File: src/rtl/led_panel_fb_arbiter.sv
// ---------------------------------------------------------------------------
// led_panel_fb_arbiter
//
// Owns the LED panel framebuffer (ROWS words of 3*COLS bits, one port,
// registered read output). The port is shared between the panel scan engine
// and REQUESTERS pixel writers. A scan row read always takes the port.
// Writers are granted round-robin. Each write is a read-modify-write of one
// row, sequenced by a small FSM in the single clock domain.
//
// Optional feature: define LED_PANEL_FB_CLEAR_EN to add i_clear and the
// S_CLEAR state, which zeroes every row while scan reads keep priority.
//
// Ports:
//   i_clock            single clock
//   i_reset            synchronous, active-high reset
//   i_clear            (LED_PANEL_FB_CLEAR_EN only) start a framebuffer clear
//   i_req_valid        per-writer request, held with its payload until ready
//   o_req_ready        one-hot accept strobe (combinational)
//   i_req_x/y/rgb/op   per-writer payload; slice k belongs to writer k
//                      op: 00 write, 01 set, 10 clear, 11 toggle
//   i_scan_valid       scan engine row read request
//   i_scan_row         row to read
//   o_scan_data        {blue, green, red} planes of the row, COLS bits each
//   o_scan_data_valid  one-cycle pulse, one cycle after the scan request
//   o_busy             FSM is not idle
// ---------------------------------------------------------------------------
package led_panel_fb_pkg;
  function automatic int bits_for(input int n);
    int r;
    r = 1;
    for (int i = 1; i < 31; i++) begin
      if ((n >> i) != 0) r = i + 1;
    end
    return r;
  endfunction
endpackage

module led_panel_fb_arbiter
  import led_panel_fb_pkg::*;
#(
  parameter int COLS       = 32,
  parameter int ROWS       = 16,
  parameter int REQUESTERS = 3,
  parameter int COL_BITS   = bits_for(COLS - 1),
  parameter int ROW_BITS   = bits_for(ROWS - 1)
) (
  input  logic                           i_clock,
  input  logic                           i_reset,
`ifdef LED_PANEL_FB_CLEAR_EN
  input  logic                           i_clear,
`endif
  input  logic [REQUESTERS-1:0]          i_req_valid,
  output logic [REQUESTERS-1:0]          o_req_ready,
  input  logic [REQUESTERS*COL_BITS-1:0] i_req_x,
  input  logic [REQUESTERS*ROW_BITS-1:0] i_req_y,
  input  logic [REQUESTERS*3-1:0]        i_req_rgb,
  input  logic [REQUESTERS*2-1:0]        i_req_op,
  input  logic                           i_scan_valid,
  input  logic [ROW_BITS-1:0]            i_scan_row,
  output logic [3*COLS-1:0]              o_scan_data,
  output logic                           o_scan_data_valid,
  output logic                           o_busy
);

  localparam int ROW_W  = 3 * COLS;
  localparam int IDX_W  = bits_for(REQUESTERS - 1);
  localparam int RIDX_W = bits_for(ROW_W - 1);
  localparam logic [COL_BITS:0] L_COLS = (COL_BITS + 1)'(COLS);

`ifdef LED_PANEL_FB_CLEAR_EN
  typedef enum logic [2:0] {S_IDLE, S_READ, S_MODIFY, S_WRITE, S_CLEAR} state_t;
`else
  typedef enum logic [2:0] {S_IDLE, S_READ, S_MODIFY, S_WRITE} state_t;
`endif

  state_t              r_state, w_next;
  logic [IDX_W-1:0]    r_last_grant, w_gnt_idx, w_cand;
  logic                w_any, w_accept, w_oob, w_clear_req;
  logic                w_mem_rd, w_mem_we;
  logic [COL_BITS-1:0] w_sel_x, r_x;
  logic [ROW_BITS-1:0] w_sel_y, r_y;
  logic [2:0]          w_sel_rgb, r_rgb;
  logic [1:0]          w_sel_op, r_op;
  logic [ROW_W-1:0]    r_mem [ROWS];
  logic [ROW_W-1:0]    r_rd_data, r_row, w_wr_data;
  logic [ROW_BITS-1:0] w_wr_row;
  logic                r_scan_vld;

  function automatic logic bit_op(input logic b, input logic v, input logic [1:0] op);
    case (op)
      2'b00:   return v;
      2'b01:   return b | v;
      2'b10:   return b & ~v;
      default: return b ^ v;
    endcase
  endfunction

  // Apply op to column x of each colour plane; other bits pass through.
  function automatic logic [ROW_W-1:0] apply_op(input logic [ROW_W-1:0] row,
                                                input logic [COL_BITS-1:0] x,
                                                input logic [2:0] rgb,
                                                input logic [1:0] op);
    logic [ROW_W-1:0]  res;
    logic [RIDX_W-1:0] idx_r, idx_g, idx_b;
    res   = row;
    idx_r = RIDX_W'(x);
    idx_g = RIDX_W'(COLS) + RIDX_W'(x);
    idx_b = RIDX_W'(2 * COLS) + RIDX_W'(x);
    res[idx_r] = bit_op(row[idx_r], rgb[0], op);
    res[idx_g] = bit_op(row[idx_g], rgb[1], op);
    res[idx_b] = bit_op(row[idx_b], rgb[2], op);
    return res;
  endfunction

`ifdef LED_PANEL_FB_CLEAR_EN
  logic [ROW_BITS-1:0] r_clr_row;
  assign w_clear_req = i_clear;
`else
  assign w_clear_req = 1'b0;
`endif

  // Round-robin: first valid index after the last grant, wrapping.
  always_comb begin
    w_any     = 1'b0;
    w_gnt_idx = '0;
    w_cand    = '0;
    for (int i = 1; i <= REQUESTERS; i++) begin
      w_cand = IDX_W'((int'(r_last_grant) + i) % REQUESTERS);
      if (!w_any && i_req_valid[w_cand]) begin
        w_any     = 1'b1;
        w_gnt_idx = w_cand;
      end
    end
  end

  assign w_sel_x   = i_req_x[w_gnt_idx*COL_BITS +: COL_BITS];
  assign w_sel_y   = i_req_y[w_gnt_idx*ROW_BITS +: ROW_BITS];
  assign w_sel_rgb = i_req_rgb[w_gnt_idx*3 +: 3];
  assign w_sel_op  = i_req_op[w_gnt_idx*2 +: 2];
  // Zero-extended compare so a power-of-two COLS does not fold to a constant.
  assign w_oob     = {1'b0, w_sel_x} >= L_COLS;

  // FSM: state register
  always_ff @(posedge i_clock) begin
    if (i_reset) r_state <= S_IDLE;
    else         r_state <= w_next;
  end

  // FSM: next state
  always_comb begin
    w_next = r_state;
    case (r_state)
      S_IDLE: begin
        if (w_clear_req) begin
`ifdef LED_PANEL_FB_CLEAR_EN
          w_next = S_CLEAR;
`endif
        end else if (w_accept && !w_oob) begin
          w_next = S_READ;
        end
      end
      S_READ:   if (!i_scan_valid) w_next = S_MODIFY;
      S_MODIFY: w_next = S_WRITE;
      S_WRITE:  if (!i_scan_valid) w_next = S_IDLE;
`ifdef LED_PANEL_FB_CLEAR_EN
      S_CLEAR:  if (!i_scan_valid && r_clr_row == ROW_BITS'(ROWS - 1)) w_next = S_IDLE;
`endif
      default:  w_next = S_IDLE;
    endcase
  end

  // FSM: outputs and memory port control
  always_comb begin
    o_req_ready = '0;
    w_accept    = 1'b0;
    w_mem_rd    = 1'b0;
    w_mem_we    = 1'b0;
    w_wr_row    = r_y;
    w_wr_data   = r_row;
    case (r_state)
      S_IDLE: begin
        if (!i_scan_valid && !w_clear_req && w_any) begin
          w_accept               = 1'b1;
          o_req_ready[w_gnt_idx] = 1'b1;
        end
      end
      S_READ:  w_mem_rd = !i_scan_valid;
      // Reset on the commit edge drops the in-flight write.
      S_WRITE: w_mem_we = !i_scan_valid && !i_reset;
`ifdef LED_PANEL_FB_CLEAR_EN
      S_CLEAR: begin
        w_mem_we  = !i_scan_valid && !i_reset;
        w_wr_row  = r_clr_row;
        w_wr_data = '0;
      end
`endif
      default: ;
    endcase
  end

  assign o_busy            = (r_state != S_IDLE);
  assign o_scan_data       = r_rd_data;
  assign o_scan_data_valid = r_scan_vld;

  // Control registers
  always_ff @(posedge i_clock) begin
    if (i_reset) begin
      r_last_grant <= IDX_W'(REQUESTERS - 1);
      r_scan_vld   <= 1'b0;
    end else begin
      r_scan_vld <= i_scan_valid;
      if (w_accept) r_last_grant <= w_gnt_idx;
    end
  end

`ifdef LED_PANEL_FB_CLEAR_EN
  always_ff @(posedge i_clock) begin
    if (i_reset) begin
      r_clr_row <= '0;
    end else if (r_state == S_IDLE) begin
      r_clr_row <= '0;
    end else if (r_state == S_CLEAR && !i_scan_valid) begin
      r_clr_row <= r_clr_row + 1'b1;
    end
  end
`endif

  // Request payload latch and row modify
  always_ff @(posedge i_clock) begin
    if (w_accept) begin
      r_x   <= w_sel_x;
      r_y   <= w_sel_y;
      r_rgb <= w_sel_rgb;
      r_op  <= w_sel_op;
    end
    if (r_state == S_MODIFY) r_row <= apply_op(r_rd_data, r_x, r_rgb, r_op);
  end

  // Memory port: scan read wins; the read register doubles as scan output.
  always_ff @(posedge i_clock) begin
    if (i_reset)           r_rd_data <= '0;
    else if (i_scan_valid) r_rd_data <= r_mem[i_scan_row];
    else if (w_mem_rd)     r_rd_data <= r_mem[r_y];
  end

  always_ff @(posedge i_clock) begin
    if (w_mem_we) r_mem[w_wr_row] <= w_wr_data;
  end

endmodule

File: config.mk
export PLATFORM = sky130hd
export DESIGN_NAME = led_panel_fb_arbiter
export DESIGN_NICKNAME = d
export VERILOG_FILES = /design/src/rtl/led_panel_fb_arbiter.sv
export SDC_FILE = /design/constraint.sdc
export NUM_CORES = 2
export LEC_CHECK = 0
export BUFFER_PORTS_ARGS = -buffer_cell sky130_fd_sc_hd__buf_2
export CAP_MARGIN = 10
export CORE_MARGIN = 4
export CORE_UTILIZATION = 45
export DETAILED_ROUTE_END_ITERATION = 12
export MAX_ROUTING_LAYER = met4
export PLACE_DENSITY = 0.63
export SYNTH_ARGS = -nofsm -noshare
export SYNTH_HDL_FRONTEND = slang
export SYNTH_SLANG_ARGS = --single-unit
File: constraint.sdc
create_clock -name i_clock -period 16.65 [get_ports i_clock]
set_clock_uncertainty 0.05 [all_clocks]
set_input_delay 4.995 -clock i_clock [delete_from_list [all_inputs] [get_ports i_clock]]
set_output_delay 4.995 -clock i_clock [all_outputs]
set_load 0.005 [all_outputs]
==> impl_metrics.env <==
export IMPL_reg2regPathDepth=9
export IMPL_synthFlopType="edfxtp_1"
export IMPL_start_util=0.453
export IMPL_period_needed_ns=11.45
export IMPL_syn_num_nets=4922
export IMPL_dpl_instance_area_mm2=0.0830
export IMPL_finalSetupViolations=0
export IMPL_grt_pass1_wl_um=355000
export IMPL_vias_per_cell=6.62
export IMPL_clock_sinks=1751
export IMPL_p_leak_nw=29.9
export IMPL_holdBufCountCts=0
export IMPL_period_share=0.688
export IMPL_io_pins=153
export IMPL_area_growth_pct=11.0
export IMPL_cts_root_buf="clkbuf_16"
export IMPL_avgSynthCellArea_um2=16.5
export IMPL_reg2reg_slack_ns=11.62
export IMPL_ys_ff_latch=1751
export IMPL_layout_nets=4967
export IMPL_finalHoldViolCount=0
export IMPL_final_cell_mix="edfxtp_1 (1646), mux2i_1 (768), mux4_2 (409)"
export IMPL_min_path_type="reg -> reg"
export IMPL_die_y_um=430
export IMPL_worst_pin_slew_ns=1.31
export IMPL_final_common_cell="edfxtp_1"
export IMPL_min_path_cells=2
export IMPL_numCtsBuffers=183
export IMPL_reg2reg_from="r_x[0]$_DFFE_PP_"
export IMPL_netlist_instances=4858
export IMPL_synth_top_family_by_area="multiplexers"
export IMPL_busiest_layer="met2"
export IMPL_fmax_mhz=87.3
export IMPL_vias=49000
export IMPL_finalSetupTns_ns=0
export IMPL_io_buffers=152
export IMPL_ys_seq_area_frac=0.643
export IMPL_cp_arrival_ns=6.41
export IMPL_crit_type="in -> out"
export IMPL_drt_wl_total_um=251000
export IMPL_clockBufferDepth=3
export IMPL_outcome="finished, final reports clean"
export IMPL_synth_edf_count=1646
export IMPL_drv_cap=0
export IMPL_synthSimpleGateAreaFrac=0.0296
export IMPL_drive_gt1_frac=0.199
export IMPL_synthXorXnorAreaFrac=0
export IMPL_first_pass_iters=8
export IMPL_core_area_mm2=0.177
export IMPL_synth_compound_area_frac=0.0827
export IMPL_first_global_vias=48600
export IMPL_multi_input_area_mm2=0.0268
export IMPL_ys_warn_count=0
export IMPL_cp_required_ns=11.60
export IMPL_slew_viol_final=0
export IMPL_clk_pin_slew_ns=0.06
export IMPL_synth_fa_ha_area_frac=0.00201
export IMPL_htree_levels=4
export IMPL_crit_path_end_kind="output port"
export IMPL_dieArea_mm2=0.185
export IMPL_start_kind="input pin"
export IMPL_peakVddDrop_uv=129
export IMPL_cts_tree="yes"
export IMPL_finalPower_w=0.0117
export IMPL_synth_async_sr_flop_share=0
export IMPL_nFillCells=14400
export IMPL_die_width_um=430
export IMPL_postCtsResizedCells=0
export IMPL_postRouteAntennaNets=0
export IMPL_drtIter0Drc=6453
export IMPL_cp_max_fo=39
export IMPL_ys_types=52
export IMPL_grt_start_max_net_pins=133
export IMPL_antenna_found_initial=9
export IMPL_clock_latency_ns=0.80
export IMPL_fin_area_mm2=0.0889
export IMPL_route_detailed_drc=0
export IMPL_maxSlewHeadroom=0.125
export IMPL_timing_rr_end="r_row[84]$_DFFE_PP_"
export IMPL_use_met2=0.428
export IMPL_power_density_mw_per_mm2=131
export IMPL_crit_start="i_scan_valid"
export IMPL_drt_wirelength_per_cell_um=33.9
export IMPL_syn_cell_area_mm2=0.0801
export IMPL_rsz0062_at_grt="no"
export IMPL_hpwl_um=128000
export IMPL_met1_usage=0.359
export IMPL_grt_overflow_total=0
export IMPL_hold_path_end="r_last_grant[0]$_SDFFE_PP0P_"
export IMPL_min_from="r_last_grant[0]$_SDFFE_PP0P_"
export IMPL_muxShareOfSynthArea=0.216
export IMPL_grtUsageMet3=0.0469
export IMPL_cts_setup_buffers=0
export IMPL_routabilityCongestion=0.817
export IMPL_track_usage=0.274
export IMPL_num_rows=154
export IMPL_seq_area_mm2=0.0515
[where the power goes]
group | switching (W) | total (W) | internal [W]
Clock | 0.00169 | 0.00404 | 0.00235
Combinational | 0.00141 | 0.00231 | 0.000900
Sequential | 0.000291 | 0.00530 | 0.00501
[sequential cells by signal, summed over array words and instances, names as in the netlist, named ones only]
register and cells:
r_row 96, o_scan_data 96, r_last_grant 2, r_x 5, r_state 2, r_op 2, r_mem 1536, r_rgb 3
o_scan_data_valid 1, r_y 4
[critical path: stages]
cell and delay (ns):
buf_6 0.24, a31o_2 0.31, a2111o_1 0.47, nor3_1 0.24, buf_2 0.15
[per-layer routing]
metal,part of all wire,vias to the layer above
met2,0.47,2703
met3,0.092,629
met4,0.048,0
li1,-,20100
met5,0,-
met1,0.39,25600
[cell usage after synthesis, drive strengths merged (8+ instances only)]
cell type,n,area share
a31oi,71,0.0055
mux2,38,0.0053
mux4,409,0.11
mux2i,768,0.096
inv,27,0.0013
nand2,286,0.013
a41oi,25,0.0033
nor2b,13,0.0010
a22oi,206,0.019
nand2b,8,0.00062
dfxtp,105,0.026
nand4,16,0.0012
nor2,66,0.0031
ha,12,0.0019
buf,183,0.016
a21oi,189,0.012
a21o,26,0.0024
a22o,216,0.024
nand3,108,0.0067
a32oi,71,0.0078
edfxtp,1646,0.62
and2,10,0.00078
o21ai,112,0.0070
clkbuf,197,0.0094
[how the worst max path moves through the flow]
stage,to,slack (ns),cells past startpoint
after CTS,o_req_ready[0],5.19,5
after global placement,o_req_ready[0],5.20,5
after floorplan,r_mem[10][0]$_DFFE_PP_,3.12,4
after global routing,o_req_ready[1],5.11,7
after detailed placement,o_req_ready[0],5.19,5
final,o_req_ready[0],5.20,5
[logic make-up (layout without fill, tap and decap cells)]
group / Yosys count / after routing
adders and majority gates: 13 / 13
and+or+nand+nor: 537 / 537
DFF: 1751 / 1751
other: 0 / 9
buffers and inverters: 407 / 606
muxes: 1215 / 1215
AOI/OAI and AO/OA: 935 / 935
[area by class of cell]
| type | count | area share |
|---|---|---|
| diodes | 9 | 0.000253 |
| clock buffers | 272 | 0.0592 |
| clock inverters | 67 | 0.00732 |
| inverters | 27 | 0.00114 |
| multi-input cells | 2700 | 0.301 |
| flip-flops and latches | 1751 | 0.580 |
| well taps | 2340 | 0.0329 |
| repair buffers | 240 | 0.0186 |
[through the flow]
stage / hold slack (ns) / setup WS [ns] / cells / utilization
3_5_place_dp: 0.435 / 5.19 / 7058 / 0.470
3_3_place_gp: 0.438 / 5.20 / 7058 / 0.470
5_1_grt: 0.456 / 5.11 / 7404 / 0.503
4_1_cts: 0.444 / 5.19 / 7397 / 0.503
6_report: 0.448 / 5.20 / 7406 / 0.503
2_1_floorplan: 0.404 / 3.12 / 4858 / -
(Power assumes the default switching activity.)
